--- config.mk ---
export PLATFORM = sky130hd
export DESIGN_NAME = div_unit
export DESIGN_NICKNAME = d
export VERILOG_FILES = /design/src/rtl/div_unit_pkg.sv /design/src/rtl/div_step.sv /design/src/rtl/div_unit.sv
export SDC_FILE = /design/constraint.sdc
export NUM_CORES = 1
export LEC_CHECK = 0
export ABC_CLOCK_PERIOD_IN_PS = 8900
export BUFFER_PORTS_ARGS = -buffer_cell sky130_fd_sc_hd__buf_2
export CAP_MARGIN = 20
export CORE_ASPECT_RATIO = 1.75
export CORE_MARGIN = 8
export CORE_UTILIZATION = 60
export CTS_CLUSTER_SIZE = 25
export DETAILED_ROUTE_END_ITERATION = 7
export GPL_TIMING_DRIVEN = 0
export HOLD_SLACK_MARGIN = 0.06
export PLACE_DENSITY = 0.81
export SLEW_MARGIN = 20
export SYNTH_ARGS = -nofsm -noshare
export SYNTH_HDL_FRONTEND = slang
export SYNTH_SLANG_ARGS = --single-unit
--- constraint.sdc ---
create_clock -name clk -period 8.9 [get_ports clk]
set_input_delay 1.78 -clock clk [delete_from_list [all_inputs] [get_ports clk]]
set_output_delay 1.78 -clock clk [all_outputs]
set_load 0.03 [all_outputs]
--- src/rtl/div_unit_pkg.sv ---
// Shared definitions for the multi-cycle divider: FSM encodings, handshake
// levels and the iteration-counter width helper.
package div_unit_pkg;

    typedef enum logic [1:0] {
        DivFree = 2'b00,
        DivOn   = 2'b01,
        DivEnd  = 2'b10
    } div_state_e;

    localparam logic DivResultReady    = 1'b1;
    localparam logic DivResultNotReady = 1'b0;
    localparam logic DivStart          = 1'b1;
    localparam logic DivStop           = 1'b0;

    // Counter width: enough to hold 0..w, i.e. $clog2(w)+1 bits.
    function automatic int div_cnt_bus(input int w);
        return $clog2(w) + 1;
    endfunction

endpackage

--- src/rtl/div_step.sv ---
// One combinational radix-2 restoring division step.
module div_step
    import div_unit_pkg::*;
#(
    parameter int WIDTH = 32
) (
    input  logic [WIDTH:0]   i_rem,
    input  logic [WIDTH-1:0] i_divisor,
    input  logic             i_bit,
    output logic [WIDTH:0]   o_rem,
    output logic             o_qbit
);

    logic [WIDTH+1:0] w_shift;
    logic [WIDTH+1:0] w_diff;

    // One extra guard bit so the borrow of the trial subtraction is always visible.
    always_comb begin
        w_shift = {i_rem, i_bit};
        w_diff  = w_shift - {2'b00, i_divisor};
        o_qbit  = ~w_diff[WIDTH+1];
        o_rem   = o_qbit ? w_diff[WIDTH:0] : w_shift[WIDTH:0];
    end

endmodule

--- src/rtl/div_unit.sv ---
// Multi-cycle signed/unsigned integer divider producing {remainder, quotient}
// for a HI/LO write; one restoring step per cycle, abortable through annul_i.
module div_unit
    import div_unit_pkg::*;
#(
    parameter int WIDTH = 32
) (
    input  logic                 clk,
    input  logic                 rst,
    input  logic                 start_i,
    input  logic                 signed_div_i,
    input  logic                 annul_i,
    input  logic [WIDTH-1:0]     opdata1_i,
    input  logic [WIDTH-1:0]     opdata2_i,
    output logic [2*WIDTH-1:0]   result_o,
    output logic                 ready_o,
    output logic                 busy_o
);

    localparam int CNT_W = div_cnt_bus(WIDTH);

    div_state_e           r_state;
    div_state_e           w_next;
    logic [CNT_W-1:0]     r_cnt;
    logic [WIDTH:0]       r_rem;
    logic [WIDTH-1:0]     r_dvd;
    logic [WIDTH-1:0]     r_dvs;
    logic [WIDTH-1:0]     r_quot;
    logic                 r_neg_q;
    logic                 r_neg_r;
    logic [2*WIDTH-1:0]   r_result;

    logic                 w_accept;
    logic                 w_div_zero;
    logic                 w_neg1;
    logic                 w_neg2;
    logic [WIDTH-1:0]     w_mag1;
    logic [WIDTH-1:0]     w_mag2;
    logic                 w_last;
    logic [WIDTH:0]       w_rem;
    logic                 w_qbit;
    logic [WIDTH-1:0]     w_quot;
    logic [WIDTH-1:0]     w_q_fix;
    logic [WIDTH-1:0]     w_r_fix;

    always_comb begin
        w_accept   = (start_i == DivStart) && !annul_i;
        w_div_zero = (opdata2_i == '0);
        w_neg1     = signed_div_i & opdata1_i[WIDTH-1];
        w_neg2     = signed_div_i & opdata2_i[WIDTH-1];
        w_mag1     = w_neg1 ? ('0 - opdata1_i) : opdata1_i;
        w_mag2     = w_neg2 ? ('0 - opdata2_i) : opdata2_i;
        w_last     = (r_cnt == CNT_W'(WIDTH - 1));
    end

    div_step #(.WIDTH(WIDTH)) u_step (
        .i_rem     (r_rem),
        .i_divisor (r_dvs),
        .i_bit     (r_dvd[WIDTH-1]),
        .o_rem     (w_rem),
        .o_qbit    (w_qbit)
    );

    // Sign fixup is applied to the final step's combinational output so the
    // corrected result is already registered when DivEnd is entered.
    always_comb begin
        w_quot  = {r_quot[WIDTH-2:0], w_qbit};
        w_q_fix = r_neg_q ? ('0 - w_quot) : w_quot;
        w_r_fix = r_neg_r ? ('0 - w_rem[WIDTH-1:0]) : w_rem[WIDTH-1:0];
    end

    always_ff @(posedge clk or posedge rst) begin
        if (rst) begin
            r_state <= DivFree;
        end else begin
            r_state <= w_next;
        end
    end

    always_comb begin
        w_next = r_state;
        case (r_state)
            DivFree: if (w_accept) w_next = w_div_zero ? DivEnd : DivOn;
            DivOn: begin
                if (annul_i)     w_next = DivFree;
                else if (w_last) w_next = DivEnd;
            end
            DivEnd:  w_next = DivFree;
            default: w_next = DivFree;
        endcase
    end

    always_comb begin
        ready_o = (r_state == DivEnd) ? DivResultReady : DivResultNotReady;
        busy_o  = (r_state != DivFree);
    end

    always_ff @(posedge clk or posedge rst) begin
        if (rst) begin
            r_cnt    <= '0;
            r_rem    <= '0;
            r_dvd    <= '0;
            r_dvs    <= '0;
            r_quot   <= '0;
            r_neg_q  <= 1'b0;
            r_neg_r  <= 1'b0;
            r_result <= '0;
        end else begin
            case (r_state)
                DivFree: begin
                    if (w_accept) begin
                        r_neg_q <= w_neg1 ^ w_neg2;
                        r_neg_r <= w_neg1;
                        if (w_div_zero) begin
                            r_result <= '0;
                        end else begin
                            r_dvd  <= w_mag1;
                            r_dvs  <= w_mag2;
                            r_cnt  <= '0;
                            r_rem  <= '0;
                            r_quot <= '0;
                        end
                    end
                end
                DivOn: begin
                    if (!annul_i) begin
                        r_rem  <= w_rem;
                        r_dvd  <= {r_dvd[WIDTH-2:0], 1'b0};
                        r_quot <= w_quot;
                        if (w_last) begin
                            r_cnt    <= '0;
                            r_result <= {w_r_fix, w_q_fix};
                        end else begin
                            r_cnt <= r_cnt + 1'b1;
                        end
                    end
                end
                default: ;
            endcase
        end
    end

    assign result_o = r_result;

endmodule

==> impl_results.md <==
* DP Wirelength at 29,150 µm
* Mux cell area share after synthesis at ~2.5%
* First-pass GRT wire length at ~60,000 µm
* CTS Sinks at 202
* Fillers at around 1,800
* Adder-Cell Fraction of Synth Area at 3.762%
* Number of synthesized register bits at 202
* Drt pass-1 iters at 5
* CORE AREA at 21,230 µm²
* Register area at around 5100 µm²
* Die W at 126.6 µm
* TritonCTS Buffers at 20
* Post-Synth XOR/XNOR Area at under 10%
* CTS tree: built
* Synth Area in Compound Gates at 22.82%
* H-Tree Depth at 1
* Final Cell Area at 14,590 µm²
* Final Util at 68.71%
* Critical path startpoint category: flop
* Sequential-to-total area share from yosys stat at between 30% and 40%
* Initial Utilization at 60.47%
* Critical path class: reg2reg
* GRT Util Overall at 27.80%
* CTS Buffer Depth at 3
* Commonest non-fill, non-tap cells in the layout: 250 x nand2_1, 202 x dfrtp_1, 189 x o21ai_0
* Yosys top cell area share at 39.37%
* Largest area contributor in the netlist: dfrtp_1
* Via density at 6.069
* Share of flip-flops with an asynchronous set or reset at 100.0%
* Max-slew violation count at 0
* Routed Wire Length at 36,810 µm
* Largest net degree at the start of global routing at 89
* CTS Root Cell: clkbuf_16
* Clock latency on the worst-skew pair at 0.54 ns
* Synth Instances at roughly 1,500
* Minimum clock period at 7.162 ns
* Drc violations at 0
* Most common cell after layout, fill and taps aside: nand2_1
* Post-Synth Simple-Gate Area at approximately 18%
* EDFF count, synth at 0
* Setup TNS at 0 ns
* Post CTS Setup Buffer Count at 0
* Worst-Margin Slew at 0.9919 ns
* Post-synth top flop: dfrtp_1
* Yosys cell types at 78
* Yosys Warn Count at 0
* MaxCap Viol Count at 0
* Largest cells by area after synthesis: dfrtp_1 39%, o21ai_0 7.4%, nand2_1 7.3%
* Crit path required time at 9.29 ns
* Syn Area/Cell at 8.469 µm²
* ANT nets after route at 0
* Critical Path AT at 7.55 ns
* Die area at 26,520 µm²
* Post-cts sizing count at 0
* Area of the multi-input gates at 7271 µm²
* # rows at 71
* CP startpoint: r_rem[14]
* Die H at 209.5 µm
* Via Count at 11,800
* Largest family of logic cells by synthesized area: compound AO/OA/AOI/OAI gates
* Critical path peak fanout at 10
* Post-CTS Hold Buffers at 0
* Final period util at 80.47%
* Vias in the first global route at 11,940
* Share of cells above drive strength 1 at 12.56%
* # port buffers at ~130
* Max Fclk at 0.1396 GHz
* Setup Viol. Count Final at 0
* Worst hold start: result_o[54]
* Reg-to-reg slack, setup at 1.74 ns
* Antenna violations before repair at 1
* Top Ports at 135
* Outcome: completed
* Type of the worst min-delay path: reg2reg
* Worst r2r src: r_rem[14]
* Clock slew at reported path FFs at 0.07 ns
* Final GP Congestion at roughly 0.97
* VDD IR-drop max at 0.1521 mV
* Hold Vio Cnt, Final at 0
* WHS at 0.4704 ns
* Clk_skew at 0.03029 ns
* Nets at roughly 1,800
* P_leak at 0.006763 µW
* Total grt overflow at 0
* Post-Synthesis Cell Area at 12,840 µm²
* Area grow syn2layout at 13.62%
* Crit end category: flop
* DP Area at roughly 14,000 µm²
* Post-Syn Nets at roughly 1,600
* RSZ-0062 raised after global routing: false
* Avg WL per Cell at 18.93 µm
* First-iteration detailed-routing DRC count at 828
* Power Dens Cells at 178.0 nW/µm²
* Slew headroom at between 30% and 40%
## flip-flops by register name, indices dropped and copies added (netlist names)
name and flops:
r_state 2, r_rem 33, r_quot 31, r_neg_r 1
r_cnt 6, r_dvd 32, r_neg_q 1, result_o 64
r_dvs 32
## cell usage after synthesis, types with 11 or more instances
cell type	instances
inv_1	57
clkbuf_1	65
xor2_1	73
nor4_1	19
mux2i_1	27
o41ai_1	13
a21oi_1	104
xnor2_1	69
nor3_1	18
o21ai_0	189
dfrtp_1	202
o31ai_1	48
ha_1	37
nand3_1	21
a22o_1	32
nand2_1	250
a31oi_1	13
or3_1	16
nor2_1	96
or4_1	11
## critical path: stages, from the launching register on
cell	delay, ns
dfrtp_1	0.46
ha_1	0.30
clkbuf_1	0.31
nand2_1	0.16
nor4_2	0.20
o211ai_1	0.21
nand4_2	0.22
a31oi_4	0.12
xnor2_2	0.19
clkinv_2	0.15
clkbuf_1	0.58
clkbuf_1	0.55
clkbuf_1	0.55
nor2_1	0.10
a21oi_1	0.51
ha_1	0.35
nand2_1	0.07
or3_1	0.41
or4b_1	0.54
a211oi_2	0.40
nand2_1	0.14
o31ai_2	0.27
xnor2_1	0.15
o21ai_1	0.07
## cells by family (layout without fill, tap and decap cells)
logic type,count (synthesis),in the layout
DFF,202,202
muxes,31,31
and+or+nand+nor,494,494
buffers and inverters,136,308
AOI/OAI and AO/OA,471,471
adders and majority gates,38,38
xor gates and xnor gates,144,144
other,0,1
## power by group
part           switching, µW  leakage (µW)  internal [µW]
Clock                    386      0.000329            502
Sequential              44.8       0.00266           1000
Combinational            435       0.00377            228
## metrics by stage
| stage | setup WS, ns | power (µW) | cells |
|---|---|---|---|
| 3_5_place_dp | 1.955 | 1718 | 1908 |
| 2_1_floorplan | 1.609 | 1524 | 1516 |
| 3_3_place_gp | -0.3649 | 1694 | 1905 |
| 6_report | 1.738 | 2597 | 1944 |
| 4_1_cts | 1.913 | 2598 | 1943 |
| 5_1_grt | 1.426 | 2720 | 1944 |
## layer usage
| metal | global-route usage [%] | part of all wire, % | vias up |
|---|---|---|---|
| met5 | 0 | 0 | - |
| met4 | 16.90 | 5.8 | 0 |
| met3 | 3.583 | 5.0 | 116 |
| met2 | 50.17 | 52 | 411 |
| met1 | 30.21 | 38 | 5595 |
| li1 | - | - | 5676 |
## worst paths after layout
path                       cells after the start      endpoint
max                                           23  result_o[62]
min                                            2  result_o[54]
max reg2reg                                   23  result_o[62]
min reg2reg                                    2  result_o[54]
max in group asynchronous                      3     r_rem[27]
min in group asynchronous                      2   result_o[3]
## layout make-up
class | count | share of cell area [%]
Antenna cell | 1 | 0.01715
Buffer | 78 | 2.059
Clock buffer | 25 | 3.765
Clock inverter | 10 | 0.9006
Inverter | 58 | 1.552
Multi-Input combinational cell | 1178 | 49.84
Sequential cell | 202 | 34.65
Tap cell | 255 | 2.187
Timing Repair Buffer | 137 | 5.026
Power figures use the tool's default switching activity.
